==> config.mk <==
export PLATFORM = sky130hd
export DESIGN_NAME = acia_tx
export DESIGN_NICKNAME = d
export VERILOG_FILES = /design/src/rtl/acia_pkg.sv /design/src/rtl/acia_fifo.sv /design/src/rtl/acia_tx.sv
export SDC_FILE = /design/constraint.sdc
export NUM_CORES = 1
export LEC_CHECK = 0
export BUFFER_PORTS_ARGS = -buffer_cell sky130_fd_sc_hd__clkbuf_2
export CAP_MARGIN = 20
export CORE_MARGIN = 1
export CORE_UTILIZATION = 45
export DETAILED_ROUTE_END_ITERATION = 7
export HOLD_SLACK_MARGIN = 0.15
export PLACE_DENSITY = 0.7
export SETUP_SLACK_MARGIN = 0.02
export SKIP_CTS_REPAIR_TIMING = 1
export SYNTH_ARGS = -nofsm -noshare
export SYNTH_HDL_FRONTEND = slang
export SYNTH_SLANG_ARGS = --single-unit
==> constraint.sdc <==
create_clock -name clk -period 7.6 [get_ports clk]
set_input_delay 0.76 -clock clk [delete_from_list [all_inputs] [get_ports clk]]
set_output_delay 0.76 -clock clk [all_outputs]
set_load 0.01 [all_outputs]
==> src/rtl/acia_pkg.sv <==
// Shared ACIA definitions: state encoding, bit-timing derivation and frame constants.
package acia_pkg;

    localparam logic [2:0] ST_IDLE   = 3'd0;
    localparam logic [2:0] ST_START  = 3'd1;
    localparam logic [2:0] ST_DATA   = 3'd2;
    localparam logic [2:0] ST_PARITY = 3'd3;
    localparam logic [2:0] ST_STOP   = 3'd4;

    localparam int DATA_BITS = 8;
`ifdef ACIA_TX_PARITY_EN
    localparam int FRAME_BITS = 11;
`else
    localparam int FRAME_BITS = 10;
`endif

    function automatic int calc_sym_cnt(input int clk_freq, input int sym_rate);
        return clk_freq / sym_rate;
    endfunction

    // Keep at least one counter bit so a sym_cnt of 1 or 2 still elaborates.
    function automatic int calc_scw(input int sym_cnt);
        return (sym_cnt <= 2) ? 1 : $clog2(sym_cnt);
    endfunction

endpackage

==> src/rtl/acia_fifo.sv <==
// Small synchronous FIFO with occupancy count; caller guarantees no write-when-full
// without a same-cycle read and no read-when-empty.
module acia_fifo #(
    parameter int depth = 4,
    parameter int width = 8
) (
    input  logic                       clk,
    input  logic                       reset_n,
    input  logic                       wr,
    input  logic                       rd,
    input  logic [width-1:0]           din,
    output logic [width-1:0]           dout,
    output logic                       full,
    output logic                       empty,
    output logic [$clog2(depth):0]     count
);
    localparam int AW = $clog2(depth);
    localparam int CW = AW + 1;

    logic [width-1:0] mem [depth];
    logic [AW-1:0]    wptr, rptr;

    always_ff @(posedge clk) begin
        if (wr) mem[wptr] <= din;
    end

    always_ff @(posedge clk) begin
        if (!reset_n) begin
            wptr  <= '0;
            rptr  <= '0;
            count <= '0;
        end else begin
            if (wr) wptr <= wptr + AW'(1);
            if (rd) rptr <= rptr + AW'(1);
            case ({wr, rd})
                2'b10:   count <= count + CW'(1);
                2'b01:   count <= count - CW'(1);
                default: count <= count;
            endcase
        end
    end

    assign dout  = mem[rptr];
    assign full  = (count == CW'(depth));
    assign empty = (count == '0);

endmodule

==> src/rtl/acia_tx.sv <==
// ACIA serial transmitter: byte FIFO feeding an 8N1 serialiser timed by pclk.
// Define ACIA_TX_PARITY_EN to emit 8E1 frames with an even parity bit.
module acia_tx
    import acia_pkg::*;
#(
    parameter int clk_freq   = 3333333,
    parameter int sym_rate   = 115200,
    parameter int fifo_depth = 4
) (
    input  logic       clk,
    input  logic       reset_n,
    input  logic       pclk,
    input  logic [7:0] tx_dat,
    input  logic       tx_start,
    output logic       tx_serial,
    output logic       tx_busy,
    output logic       tx_full,
    output logic       tx_ovr
);
    localparam int SYM = calc_sym_cnt(clk_freq, sym_rate);
    localparam int SCW = calc_scw(SYM);
    localparam int CW  = $clog2(fifo_depth) + 1;
    localparam logic [SCW-1:0] RLOAD = SCW'(SYM - 1);

    logic [2:0]     state;
    logic [SCW-1:0] rcnt;
    logic [2:0]     bcnt;
    logic [7:0]     sr;
`ifdef ACIA_TX_PARITY_EN
    logic           par;
`endif

    logic [7:0]    fifo_dout;
    logic          fifo_full, fifo_empty;
    logic [CW-1:0] fifo_count;
    logic          pop, wr_ok;

    assign pop   = pclk && (state == ST_IDLE) && !fifo_empty;
    // A pop in the same cycle frees a slot, so a write into a full FIFO still lands.
    assign wr_ok = tx_start && (!fifo_full || pop);

    acia_fifo #(.depth(fifo_depth), .width(8)) u_fifo (
        .clk     (clk),
        .reset_n (reset_n),
        .wr      (wr_ok),
        .rd      (pop),
        .din     (tx_dat),
        .dout    (fifo_dout),
        .full    (fifo_full),
        .empty   (fifo_empty),
        .count   (fifo_count)
    );

    assign tx_full = fifo_full;
    assign tx_busy = (state != ST_IDLE) || (fifo_count != '0);

    always_ff @(posedge clk) begin
        if (!reset_n)                tx_ovr <= 1'b0;
        else if (tx_start && !wr_ok) tx_ovr <= 1'b1;
        else if (wr_ok)              tx_ovr <= 1'b0;
    end

    always_ff @(posedge clk) begin
        if (!reset_n) begin
            state     <= ST_IDLE;
            rcnt      <= '0;
            bcnt      <= '0;
            sr        <= '0;
            tx_serial <= 1'b1;
`ifdef ACIA_TX_PARITY_EN
            par       <= 1'b0;
`endif
        end else if (pclk) begin
            case (state)
                ST_IDLE: begin
                    tx_serial <= 1'b1;
                    if (!fifo_empty) begin
                        sr        <= fifo_dout;
                        rcnt      <= RLOAD;
                        state     <= ST_START;
                        tx_serial <= 1'b0;
`ifdef ACIA_TX_PARITY_EN
                        par       <= ^fifo_dout;
`endif
                    end
                end
                ST_START: begin
                    if (rcnt == '0) begin
                        rcnt      <= RLOAD;
                        bcnt      <= 3'd7;
                        state     <= ST_DATA;
                        tx_serial <= sr[0];
                    end else begin
                        rcnt <= rcnt - SCW'(1);
                    end
                end
                ST_DATA: begin
                    if (rcnt == '0) begin
                        rcnt <= RLOAD;
                        if (bcnt == '0) begin
`ifdef ACIA_TX_PARITY_EN
                            state     <= ST_PARITY;
                            tx_serial <= par;
`else
                            state     <= ST_STOP;
                            tx_serial <= 1'b1;
`endif
                        end else begin
                            sr        <= sr >> 1;
                            bcnt      <= bcnt - 3'd1;
                            tx_serial <= sr[1];
                        end
                    end else begin
                        rcnt <= rcnt - SCW'(1);
                    end
                end
`ifdef ACIA_TX_PARITY_EN
                ST_PARITY: begin
                    if (rcnt == '0) begin
                        rcnt      <= RLOAD;
                        state     <= ST_STOP;
                        tx_serial <= 1'b1;
                    end else begin
                        rcnt <= rcnt - SCW'(1);
                    end
                end
`endif
                ST_STOP: begin
                    tx_serial <= 1'b1;
                    if (rcnt == '0) state <= ST_IDLE;
                    else            rcnt  <= rcnt - SCW'(1);
                end
                default: begin
                    state     <= ST_IDLE;
                    tx_serial <= 1'b1;
                end
            endcase
        end
    end

endmodule
==> impl_metrics.csv <==
group,metric,value,unit
run_status,status,"finished clean",
worst_setup_path,crit_chain,"nor4b_1 -> o21a_1 -> inv_1 -> ha_1 -> inv_1 -> fa_1 -> xor2_1 -> or3_1 -> a21oi_1",
route,vias,1793,
timing,period_share,35.3,%
worst_setup_path,r2r_setup_slack,4.92,ns
worst_setup_path,startpoint_type,"flip-flop",
power,vdd_drop_max,0.220,mV
worst_setup_path,critical_path_arrival,2.94,ns
worst_setup_path,rr_startpoint,"state[1]",
cells_and_area,multi_input_area,1180,sq um
route,first_pass_iters,4,
global_routing,grt_start_max_net_pins,25,
cts,clk_pin_slew,0.08,ns
timing,hold_violations,0,
route,vias_per_cell,5.52,
cells_and_area,area_delta_synth_final,10.9,%
worst_setup_path,crit_slowest_cell,"dfxtp_1",
power,total_leakage_power,1.19,nW
yosys,syn_avg_cell_area,12.5,sq um
route,drc,0,
yosys,postSynthCellCount,231,
cts,cts-root-buf,"clkbuf_8",
cts,clock_latency,0.34,ns
worst_setup_path,r2r_end,"u_fifo.count[2]",
global_routing,grt_usage,16.7,%
global_routing,first_global_vias,1745,
cts,cts_inserted_buffers,9,
yosys,syn-cell-area,2890,sq um
placed_design,dp_hpwl,3500,um
floorplanning,io_pins,16,
cells_and_area,antennaDiodeCount,0,
timing,period_needed,2.68,ns
cts,cts.path.max_buffers,2,
floorplanning,core_area,6060,sq um
timing,fin_worst_skew,0.00889,ns
worst_setup_path,cp-startpoint,"state[1]",
floorplanning,rows,28,
route,wl_per_cell,15.5,um
placed_design,place_area,2980,sq um
worst_setup_path,r2r_cells,9,
yosys,synth-edff-count,32,
placed_design,io_buffers,15,
yosys,ys.warnings.count,0,
cells_and_area,instances_no_fill,325,
worst_setup_path,cpMostUsedCell,"inv_1",
worst_setup_path,worstPathMaxFanout,18,
cells_and_area,layout_common_cells,"32 x edfxtp_1, 30 x dfxtp_1, 16 x inv_1",
cells_and_area,fin_nets,266,
timing,final.setup.tns,0,ns
floorplanning,die_h,82.1,um
route,drt_iter0_drc,119,
cts,cts_htree_levels,3,
worst_setup_path,endpoint,"u_fifo.count[2]",
cts,cts_tree,"done",
yosys,synthArstFlopShare,0,%
worst_setup_path,worstSetupPathType,"reg2reg",
floorplanning,die_w,82.1,um
yosys,synth_nets,252,
timing,rsz0062_at_grt,"false",
yosys,synth_cell_types,58,
placed_design,dp.cells,309,
timing,slew_headroom,45.2,%
timing,fmax,0.373,GHz
cells_and_area,register_area,1560,sq um
timing,slew_viol_final,0,
run,drv_cap,0,
global_routing,grt_pass1_wl,8150,um
yosys,synth-seq-cells,62,
global_routing,overflow,0,
cells_and_area,stdcell_area,3200,sq um
timing,tightest_slew,0.821,ns
cells_and_area,drive_above_1_share,22.4,%
worst_setup_path,cp_slowest_stage_delay,0.74,ns
worst_setup_path,worstPathRequired,7.86,ns
floorplanning,start_util,47.7,%
placed_design,place_congestion,0.772,
cells_and_area,layout.cells.most_common,"edfxtp_1",
floorplanning,dieArea,6740,sq um
route,wl,5020,um
cts,clock-sinks,62,
worst_setup_path,cp-end-kind,"flip-flop",
cells_and_area,fillers,519,
worst_hold_path,hp-class,"reg2reg",
route,drtAntennaViolNets,0,
global_routing,antenna_found_initial,0,
timing,setup_viol,0,
yosys,yosysSeqAreaShare,54.0,%
power,power_density,369,nW/um^2
yosys,synth_flop_cell,"edfxtp_1",
==> worst min path at each step <==
stage / to / depth (start not counted) / slack (ns) / startpoint
final: bcnt[1] / 2 / 0.48 / bcnt[1]
after global routing: bcnt[1] / 2 / 0.53 / bcnt[1]
after CTS: bcnt[1] / 2 / 0.48 / bcnt[1]
after detailed placement: bcnt[1] / 2 / 0.47 / bcnt[1]
after global placement: bcnt[2] / 2 / 0.47 / bcnt[2]
after floorplan: bcnt[1] / 2 / 0.46 / bcnt[1]
==> power by group <==
| part | internal [W] | switching (W) |
|---|---|---|
| clock network | 0.000190 | 0.000141 |
| logic | 0.000171 | 0.000191 |
| registers | 0.000420 | 0.0000683 |
==> area by class of cell <==
cell class	instances	share of cell area, %
Clock buffer	9	3.87
Clock inverter	7	3.28
Inverter	16	1.87
Multi-Input combinational cell	141	37.0
Sequential cell	62	48.7
Tap cell	75	2.93
Timing Repair Buffer	15	2.34
==> Yosys cell counts (2+ instances only) <==
library cell / count / area share [%]
buf_2: 3 / 0.52
and2_1: 6 / 1.3
o2111ai_1: 2 / 0.61
nor3_1: 8 / 1.4
a21oi_1: 14 / 2.4
nand3_1: 3 / 0.52
edfxtp_1: 32 / 33
a221oi_1: 3 / 0.91
nor4b_1: 2 / 0.61
nand2_1: 7 / 0.91
mux2i_1: 9 / 3.1
dfxtp_1: 30 / 21
clkbuf_1: 3 / 0.39
or3_1: 4 / 0.87
o21ai_0: 7 / 1.2
ha_1: 8 / 3.5
a211oi_2: 2 / 0.87
inv_1: 16 / 2.1
xor2_1: 4 / 1.2
nor2_1: 12 / 1.6
xnor2_1: 3 / 0.91
nand2b_1: 2 / 0.43
buf_6: 2 / 0.78
mux4_2: 8 / 6.2
o21a_1: 2 / 0.52
a211oi_1: 7 / 1.8
==> metal layers <==
layer	wire length [um]	up-vias	share of wire (%)	GRT usage, %
met4	91	0	1.8	7.89
met1	2280	870	45	20.2
met5	0	-	0	0
li1	-	893	-	-
met2	2540	21	50	28.3
met3	117	9	2.3	3.63
==> worst max-delay path, delay by kind of cell, from the launching register on <==
| kind | cells | cell delay [ns] |
|---|---|---|
| AND/OR/NAND/NOR | 2 | 0.49 |
| adder cells (fa/ha/maj) | 2 | 0.55 |
| AO/OA/AOI/OAI | 2 | 0.47 |
| buffers and inverters | 2 | 0.16 |
| flip-flops | 1 | 0.74 |
| XOR/XNOR | 1 | 0.18 |
==> flip-flops by register name, indices dropped and copies added, names as in the netlist, named ones only <==
| name | cells |
|---|---|
| bcnt | 3 |
| rcnt | 5 |
| sr | 8 |
| state | 3 |
| tx_ovr | 1 |
| tx_serial | 1 |
| u_fifo.count | 3 |
| u_fifo.mem | 32 |
| u_fifo.rptr | 2 |
| u_fifo.wptr | 2 |
==> through the flow <==
step | worst slack [ns] | util, % | hold WS [ns] | power, W
2_1_floorplan | 4.99 | - | 0.456 | 0.000788
3_3_place_gp | 4.72 | 49.1 | 0.471 | 0.000850
3_5_place_dp | 4.64 | 49.1 | 0.473 | 0.000862
4_1_cts | 4.92 | 52.9 | 0.483 | 0.00119
5_1_grt | 4.72 | 52.9 | 0.528 | 0.00125
6_report | 4.92 | 52.9 | 0.479 | 0.00118
==> cells by family (layout without fill, tap and decap cells) <==
family	after synthesis	in the layout	synth area share [%]
buffers and inverters	28	47	4.94
flip-flops	62	62	54.0
AND/OR/NAND/NOR	55	55	11.4
AO/OA/AOI/OAI	52	52	13.6
multiplexers	18	18	9.74
XOR/XNOR	7	7	2.12
adder cells (fa/ha/maj)	9	9	4.16
Power figures use the tool's default switching activity.
